[src/rtl/mem_arbiter_if.sv]
// Bundle between mem_arbiter and its two cache controllers plus the DRAM model.
// master: the arbiter side; slave: the caches and DRAM.
interface mem_arbiter_if;
  logic        i_req;
  logic [15:0] i_addr;
  logic        d_req;
  logic        d_wr;
  logic [15:0] d_addr;
  logic [15:0] d_wdata;
  logic [15:0] mem_data;
  logic        mem_data_valid;
  logic [15:0] mem_addr;
  logic        mem_en;
  logic        mem_wr;
  logic [15:0] mem_wdata;
  logic        i_grant;
  logic        d_grant;
  logic        i_fill_valid;
  logic        d_fill_valid;
  logic [2:0]  fill_word;
  logic [15:0] fill_data;
  logic        i_done;
  logic        d_done;
  logic        busy;

  modport master (
    input  i_req, i_addr, d_req, d_wr, d_addr, d_wdata, mem_data, mem_data_valid,
    output mem_addr, mem_en, mem_wr, mem_wdata, i_grant, d_grant,
           i_fill_valid, d_fill_valid, fill_word, fill_data, i_done, d_done, busy
  );

  modport slave (
    output i_req, i_addr, d_req, d_wr, d_addr, d_wdata, mem_data, mem_data_valid,
    input  mem_addr, mem_en, mem_wr, mem_wdata, i_grant, d_grant,
           i_fill_valid, d_fill_valid, fill_word, fill_data, i_done, d_done, busy
  );
endinterface

[src/rtl/mem_arbiter.sv]
// Main-memory port arbiter between I-cache and D-cache miss paths.
// Optional macro ARB_DPRIORITY_EN: D wins every simultaneous request
// (round-robin pointer removed). Undefined: round-robin on ties.
//
// state | meaning
// IDLE  | no side owns the port, arbitrate on i_req/d_req
// ISSUE | drive the eight block addresses, count returns
// DRAIN | all addresses issued, wait for remaining returns
// WRITE | single-word D-side store on the memory port
// DONE  | one-cycle completion pulse to the owner
module mem_arbiter #(
  parameter int BLOCK_WORDS = 8
) (
  input logic           clk,
  input logic           rst_n,
  mem_arbiter_if.master bus
);

  localparam logic [2:0] LAST_WORD = 3'(BLOCK_WORDS - 1);

  typedef enum logic [2:0] {IDLE, ISSUE, DRAIN, WRITE, DONE} state_t;

  state_t      state, state_next;
  logic        owner_d, owner_next;
  logic [2:0]  issue_cnt, issue_next;
  logic [2:0]  ret_cnt, ret_next;
  logic [15:0] base_q, base_next;
  logic [15:0] mem_addr_q, mem_addr_next;
  logic        mem_en_q, mem_en_next;
  logic        mem_wr_q, mem_wr_next;
  logic [15:0] mem_wdata_q, mem_wdata_next;
  logic        tie_pick_d;
  logic        win_d;
  logic        ret_fire;

`ifdef ARB_DPRIORITY_EN
  assign tie_pick_d = 1'b1;
`else
  logic last_d;

  // Round-robin pointer: remembers who finished last, updated in DONE.
  always_ff @(posedge clk) begin
    if (!rst_n)
      last_d <= 1'b0;
    else if (state == DONE)
      last_d <= owner_d;
  end

  assign tie_pick_d = ~last_d;
`endif

  // A returned word only counts while a fill owns the port; stale or
  // spurious valids in any other state are dropped here.
  assign ret_fire = bus.mem_data_valid && ((state == ISSUE) || (state == DRAIN));

  // Next-state, counter and registered-output decode.
  always_comb begin
    state_next     = state;
    owner_next     = owner_d;
    issue_next     = issue_cnt;
    ret_next       = ret_cnt;
    base_next      = base_q;
    mem_addr_next  = 16'd0;
    mem_en_next    = 1'b0;
    mem_wr_next    = 1'b0;
    mem_wdata_next = 16'd0;
    win_d          = 1'b0;
    case (state)
      IDLE: begin
        if (bus.i_req || bus.d_req) begin
          win_d      = bus.d_req && (!bus.i_req || tie_pick_d);
          owner_next = win_d;
          issue_next = 3'd0;
          ret_next   = 3'd0;
          mem_en_next = 1'b1;
          if (win_d && bus.d_wr) begin
            state_next     = WRITE;
            mem_wr_next    = 1'b1;
            mem_addr_next  = bus.d_addr;
            mem_wdata_next = bus.d_wdata;
          end else begin
            state_next    = ISSUE;
            base_next     = (win_d ? bus.d_addr : bus.i_addr) & 16'hFFF0;
            mem_addr_next = base_next;
          end
        end
      end
      ISSUE: begin
        if (ret_fire)
          ret_next = ret_cnt + 3'd1;
        if (ret_fire && (ret_cnt == LAST_WORD)) begin
          state_next = DONE;
        end else if (issue_cnt == LAST_WORD) begin
          state_next = DRAIN;
        end else begin
          issue_next    = issue_cnt + 3'd1;
          mem_en_next   = 1'b1;
          mem_addr_next = base_q | {12'd0, issue_next, 1'b0};
        end
      end
      DRAIN: begin
        if (ret_fire) begin
          ret_next = ret_cnt + 3'd1;
          if (ret_cnt == LAST_WORD)
            state_next = DONE;
        end
      end
      WRITE:   state_next = DONE;
      DONE:    state_next = IDLE;
      default: state_next = IDLE;
    endcase
  end

  // State, counters and the registered memory-port drive.
  always_ff @(posedge clk) begin
    if (!rst_n) begin
      state       <= IDLE;
      owner_d     <= 1'b0;
      issue_cnt   <= 3'd0;
      ret_cnt     <= 3'd0;
      base_q      <= 16'd0;
      mem_addr_q  <= 16'd0;
      mem_en_q    <= 1'b0;
      mem_wr_q    <= 1'b0;
      mem_wdata_q <= 16'd0;
    end else begin
      state       <= state_next;
      owner_d     <= owner_next;
      issue_cnt   <= issue_next;
      ret_cnt     <= ret_next;
      base_q      <= base_next;
      mem_addr_q  <= mem_addr_next;
      mem_en_q    <= mem_en_next;
      mem_wr_q    <= mem_wr_next;
      mem_wdata_q <= mem_wdata_next;
    end
  end

  assign bus.mem_addr  = mem_addr_q;
  assign bus.mem_en    = mem_en_q;
  assign bus.mem_wr    = mem_wr_q;
  assign bus.mem_wdata = mem_wdata_q;

  assign bus.busy    = (state != IDLE);
  assign bus.i_grant = bus.busy && !owner_d;
  assign bus.d_grant = bus.busy && owner_d;

  assign bus.i_fill_valid = ret_fire && !owner_d;
  assign bus.d_fill_valid = ret_fire && owner_d;
  assign bus.fill_word    = ret_fire ? ret_cnt : 3'd0;
  assign bus.fill_data    = ret_fire ? bus.mem_data : 16'd0;

  assign bus.i_done = (state == DONE) && !owner_d;
  assign bus.d_done = (state == DONE) && owner_d;

endmodule

[src/flat_wrapper.sv]
// flat-port wrapper written by rule: the top's interface ports become plain ports
module mem_arbiter_flat 
#(
  parameter int BLOCK_WORDS = 8
)
  (clk, rst_n, bus_i_req, bus_i_addr, bus_d_req, bus_d_wr, bus_d_addr, bus_d_wdata, bus_mem_data, bus_mem_data_valid, bus_mem_addr, bus_mem_en, bus_mem_wr, bus_mem_wdata, bus_i_grant, bus_d_grant, bus_i_fill_valid, bus_d_fill_valid, bus_fill_word, bus_fill_data, bus_i_done, bus_d_done, bus_busy);
  mem_arbiter_if bus_i ();
  input logic clk;
  input logic rst_n;
  input wire logic [$bits(bus_i.i_req)-1:0] bus_i_req;
  input wire logic [$bits(bus_i.i_addr)-1:0] bus_i_addr;
  input wire logic [$bits(bus_i.d_req)-1:0] bus_d_req;
  input wire logic [$bits(bus_i.d_wr)-1:0] bus_d_wr;
  input wire logic [$bits(bus_i.d_addr)-1:0] bus_d_addr;
  input wire logic [$bits(bus_i.d_wdata)-1:0] bus_d_wdata;
  input wire logic [$bits(bus_i.mem_data)-1:0] bus_mem_data;
  input wire logic [$bits(bus_i.mem_data_valid)-1:0] bus_mem_data_valid;
  output wire logic [$bits(bus_i.mem_addr)-1:0] bus_mem_addr;
  output wire logic [$bits(bus_i.mem_en)-1:0] bus_mem_en;
  output wire logic [$bits(bus_i.mem_wr)-1:0] bus_mem_wr;
  output wire logic [$bits(bus_i.mem_wdata)-1:0] bus_mem_wdata;
  output wire logic [$bits(bus_i.i_grant)-1:0] bus_i_grant;
  output wire logic [$bits(bus_i.d_grant)-1:0] bus_d_grant;
  output wire logic [$bits(bus_i.i_fill_valid)-1:0] bus_i_fill_valid;
  output wire logic [$bits(bus_i.d_fill_valid)-1:0] bus_d_fill_valid;
  output wire logic [$bits(bus_i.fill_word)-1:0] bus_fill_word;
  output wire logic [$bits(bus_i.fill_data)-1:0] bus_fill_data;
  output wire logic [$bits(bus_i.i_done)-1:0] bus_i_done;
  output wire logic [$bits(bus_i.d_done)-1:0] bus_d_done;
  output wire logic [$bits(bus_i.busy)-1:0] bus_busy;
  assign bus_i.i_req = bus_i_req;
  assign bus_i.i_addr = bus_i_addr;
  assign bus_i.d_req = bus_d_req;
  assign bus_i.d_wr = bus_d_wr;
  assign bus_i.d_addr = bus_d_addr;
  assign bus_i.d_wdata = bus_d_wdata;
  assign bus_i.mem_data = bus_mem_data;
  assign bus_i.mem_data_valid = bus_mem_data_valid;
  assign bus_mem_addr = bus_i.mem_addr;
  assign bus_mem_en = bus_i.mem_en;
  assign bus_mem_wr = bus_i.mem_wr;
  assign bus_mem_wdata = bus_i.mem_wdata;
  assign bus_i_grant = bus_i.i_grant;
  assign bus_d_grant = bus_i.d_grant;
  assign bus_i_fill_valid = bus_i.i_fill_valid;
  assign bus_d_fill_valid = bus_i.d_fill_valid;
  assign bus_fill_word = bus_i.fill_word;
  assign bus_fill_data = bus_i.fill_data;
  assign bus_i_done = bus_i.i_done;
  assign bus_d_done = bus_i.d_done;
  assign bus_busy = bus_i.busy;
  mem_arbiter #(.BLOCK_WORDS(BLOCK_WORDS)) u_core (.clk(clk), .rst_n(rst_n), .bus(bus_i));
endmodule
[config.mk]
export PLATFORM = sky130hd
export DESIGN_NAME = mem_arbiter_flat
export DESIGN_NICKNAME = d
export VERILOG_FILES = /design/src/rtl/mem_arbiter_if.sv /design/src/rtl/mem_arbiter.sv /design/src/flat_wrapper.sv
export SDC_FILE = /design/constraint.sdc
export NUM_CORES = 1
export LEC_CHECK = 0
export BUFFER_PORTS_ARGS = -buffer_cell sky130_fd_sc_hd__buf_2
export CAP_MARGIN = 20
export CORE_UTILIZATION = 46
export DETAILED_ROUTE_END_ITERATION = 7
export PLACE_DENSITY = 0.84
export REMOVE_ABC_BUFFERS = 1
export SYNTH_ARGS = -nofsm -noshare
export SYNTH_HDL_FRONTEND = slang
export SYNTH_SLANG_ARGS = --single-unit
[constraint.sdc]
create_clock -name clk -period 2.2 [get_ports clk]
set_input_delay 0.33 -clock clk [delete_from_list [all_inputs] [get_ports clk]]
set_output_delay 0.33 -clock clk [all_outputs]
set_load 0.02 [all_outputs]
==> run summary <==
Worst min-delay path category: in -> reg
Element type at the critical path end: primary output
Net total in the final layout: 459
Worst slew margin relative to its limit: 0.599
Slowest stage delay, CP: 530 ps
Gate count of the mapped netlist: 263
# resized after CTS: 0
Transition time of the tightest slew-check pin: 602 ps
Fraction of synthesis flops using an asynchronous set or reset pin: 0
H-tree lvl count: 3
Mapped Area: 2650 µm²
Chip width: 77.9 µm
Cell chain of the critical path: nor3b_1, nor2b_1, buf_2
Average routed wire per standard cell: 13.8 µm
Clock latency on the worst-skew pair: 340 ps
Final critical path time including I/O delays and setup: 2060 ps
Register clock-pin slew on the reported worst setup and hold paths: 60 ps
Critical path data required time: 1870 ps
Critical path buffers and inverters: 1
Via count of the first global-routing pass: 2245
Vias post-DR: 2456
Worst IR Drop VDD: 0.540 mV
Routed via count divided by cell count: 5.32
Buffer levels on the longest clock path: 2
Diode count: 0
Hold violation count in the final report: 0
Remaining global-route overflow: 0
Final worst-path cycle share: 0.938
Leakage power: 0.00173 µW
Initial antenna violation count: 0
Initial standard-cell utilization of the core: 0.479
Avg Cell Area, Syn: 10.1 µm²
Total setup violations reported at the end of the flow: 0
Global-route wire length before repair: 10200 µm
Yosys top cell area share: 0.430
Number of storage elements in the synthesis netlist: 57
Total setup buffers inserted after CTS: 0
Sequential area share after synthesis: 0.430
Power per Cell Area: 1110 nW/µm²
Worst Clk Skew: 4.44 ps
Crit path kind: reg -> out
Multi-input gate area in the final layout: 1380 µm²
Critical-path cell with the highest stage delay: sky130_fd_sc_hd__dfxtp_1
Placed insts: 446
Clock tree from TritonCTS: yes
Top-level port count: 130
Share of the core filled with cells in the final layout: 0.640
Top cells by area in the synthesized netlist: sky130_fd_sc_hd__dfxtp_1 (43%), sky130_fd_sc_hd__and2_1 (9.4%), sky130_fd_sc_hd__mux2i_1 (5.3%)
Top Family by Delay on Critical Path: simple AND/OR/NAND/NOR gates
Area of all sequential standard cells: 1140 µm²
Max-slew violation count: 0
Number of buffers created by CTS: 9
Flip-flop cell with the highest count after synthesis: sky130_fd_sc_hd__dfxtp_1
Total die area: 6070 µm²
Total routing usage reported by global routing: 0.217
YS warnings: 0
Total negative slack: 0 ps
EDFF count, synth: 0
Number of remaining DRC errors: 0
Iter 0 DRT Violations: 136
Floorplan row count: 27
RSZ-0062 raised after global routing: false
Drt total wl: 6380 µm
Area of the core region: 5540 µm²
Sinks on the clock net: 57
Startpoint type of the worst setup path: register
Root buffer selected by CTS: sky130_fd_sc_hd__clkbuf_8
Cts hold-fix bufs: 0
Drt first pass iters: 4
Routability congestion estimate: 0.759
Total of max-cap violations: 0
Port Buffers: 125
Area growth syn-to-layout: 33.7%
Arrival @ worst endpoint: 1730 ps
Filler Cell Count: 471
Maximum number of pins on one net before global-route repair: 36
Y dimension of the die: 77.9 µm
Top achievable clock speed: 485 MHz
Final cell count without fillers: 462
Cell type with the largest total area after synthesis: sky130_fd_sc_hd__dfxtp_1
Detailed Place HPWL: 4540 µm
Run status: complete, no violations
Peak fanout along the critical path: 10
Fraction of layout cells with a size suffix above 1: 0.451
Cell variety after synth: 43
Antenna viol nets, final: 0
-- logic make-up after synthesis --
| kind of cell | after synthesis | synth area share |
|---|---|---|
| DFF | 57 | 0.430 |
| AOI/OAI and AO/OA | 56 | 0.184 |
| xor gates and xnor gates | 2 | 0.00660 |
| and+or+nand+nor | 91 | 0.205 |
| buffers and inverters | 27 | 0.0509 |
| adders and majority gates | 4 | 0.0189 |
| muxes | 26 | 0.104 |
-- worst register-to-register path, delay by kind of cell, from the launching register on --
family	cells	cell delay (ps)
AO/OA/AOI/OAI	2	840
buffers and inverters	1	180
flip-flops	1	410
AND/OR/NAND/NOR	1	460
-- cell type report --
| type | instances | area share |
|---|---|---|
| multi-input combinational | 179 | 0.390 |
| sequential | 57 | 0.322 |
| timing repair buffer | 134 | 0.199 |
| clock buffer | 14 | 0.0487 |
| tap | 72 | 0.0254 |
| clock inverter | 2 | 0.00988 |
| inverter | 4 | 0.00494 |
-- routing by layer --
| layer | vias up | wire [µm] | global-route usage |
|---|---|---|---|
| met2 | 99 | 3050 | 0.354 |
| li1 | 1221 | - | - |
| met5 | - | 0 | 0 |
| met1 | 1123 | 2690 | 0.258 |
| met3 | 13 | 496 | 0.0659 |
| met4 | 0 | 140 | 0.106 |
-- power breakdown --
| group | switching (µW) | internal (µW) | leakage [µW] |
|---|---|---|---|
| Combinational | 936 | 571 | 0.00115 |
| Clock | 402 | 615 | 0.000107 |
| Sequential | 162 | 1260 | 0.000465 |
| Total | 1500 | 2440 | 0.00173 |
-- layout by cell type, fill, tap and decap left out, types with 2 or more instances in the layout --
| master | synthesis | layout |
|---|---|---|
| sky130_fd_sc_hd__and3_1 | 2 | 2 |
| sky130_fd_sc_hd__mux2i_1 | 14 | 14 |
| sky130_fd_sc_hd__inv_1 | 3 | 3 |
| sky130_fd_sc_hd__nand4_1 | 15 | 15 |
| sky130_fd_sc_hd__mux2_2 | 12 | 12 |
| sky130_fd_sc_hd__o22ai_1 | 5 | 5 |
| sky130_fd_sc_hd__nor2_1 | 4 | 4 |
| sky130_fd_sc_hd__dfxtp_1 | 57 | 57 |
| sky130_fd_sc_hd__clkbuf_8 | 0 | 12 |
| sky130_fd_sc_hd__nand2_1 | 14 | 14 |
| sky130_fd_sc_hd__and2_1 | 40 | 40 |
| sky130_fd_sc_hd__o211ai_1 | 15 | 15 |
| sky130_fd_sc_hd__a21oi_1 | 6 | 6 |
| sky130_fd_sc_hd__clkbuf_1 | 11 | 2 |
| sky130_fd_sc_hd__a32o_1 | 12 | 12 |
| sky130_fd_sc_hd__buf_2 | 7 | 125 |
| sky130_fd_sc_hd__nand3_1 | 4 | 4 |
| sky130_fd_sc_hd__buf_4 | 2 | 8 |
| sky130_fd_sc_hd__nor3_1 | 2 | 2 |
| sky130_fd_sc_hd__o211ai_2 | 10 | 10 |
| sky130_fd_sc_hd__ha_1 | 4 | 4 |
-- synth_stat cells (all sizes together), types with 2 or more instances --
| cell type | number |
|---|---|
| nand3 | 4 |
| o211ai | 25 |
| and2 | 40 |
| nor2 | 4 |
| inv | 4 |
| nor3 | 4 |
| buf | 12 |
| o22ai | 5 |
| mux2 | 12 |
| dfxtp | 57 |
| nor3b | 2 |
| clkbuf | 11 |
| nand2 | 14 |
| a32o | 12 |
| and3 | 2 |
| a21oi | 6 |
| mux2i | 14 |
| ha | 4 |
| nand4 | 15 |
-- path summary, 6_finish.rpt --
| path | startpoint | end | slack (ps) | depth (start not counted) |
|---|---|---|---|---|
| worst max register to register | u_core.state[2]$_SDFFE_PN0P_ | u_core.base_q[4]$_SDFFE_PN0P_ | 240 | 4 |
| worst min register to register | u_core.issue_cnt[2]$_SDFFE_PN0P_ | u_core.issue_cnt[2]$_SDFFE_PN0P_ | 470 | 2 |
| worst max-delay path | u_core.state[2]$_SDFFE_PN0P_ | bus_i_done | 140 | 3 |
| worst min-delay path | bus_d_wdata[6] | u_core.bus.mem_wdata[6]$_SDFF_PN0_ | 190 | 2 |
-- registers in the layout (all words and copies together), names as in the netlist --
register	count
u_core.base_q	12
u_core.bus.mem_addr	16
u_core.state	3
u_core.ret_cnt	3
u_core.bus.mem_wr	1
u_core.bus.mem_en	1
u_core.issue_cnt	3
u_core.owner_d	1
u_core.last_d	1
u_core.bus.mem_wdata	16
-- metrics by stage --
| stage | setup WS (ps) | area [µm²] | power [µW] | hold slack (ps) |
|---|---|---|---|---|
| 2_1_floorplan | -246 | 2530 | 2400 | 439 |
| 3_3_place_gp | 315 | 3340 | 2900 | 451 |
| 3_5_place_dp | 266 | 3340 | 2950 | 459 |
| 4_1_cts | 114 | 3550 | 3970 | 175 |
| 5_1_grt | 0.444 | 3550 | 4170 | 187 |
| 6_report | 137 | 3550 | 3940 | 185 |
Note: power is estimated with default switching activity, not from simulation.
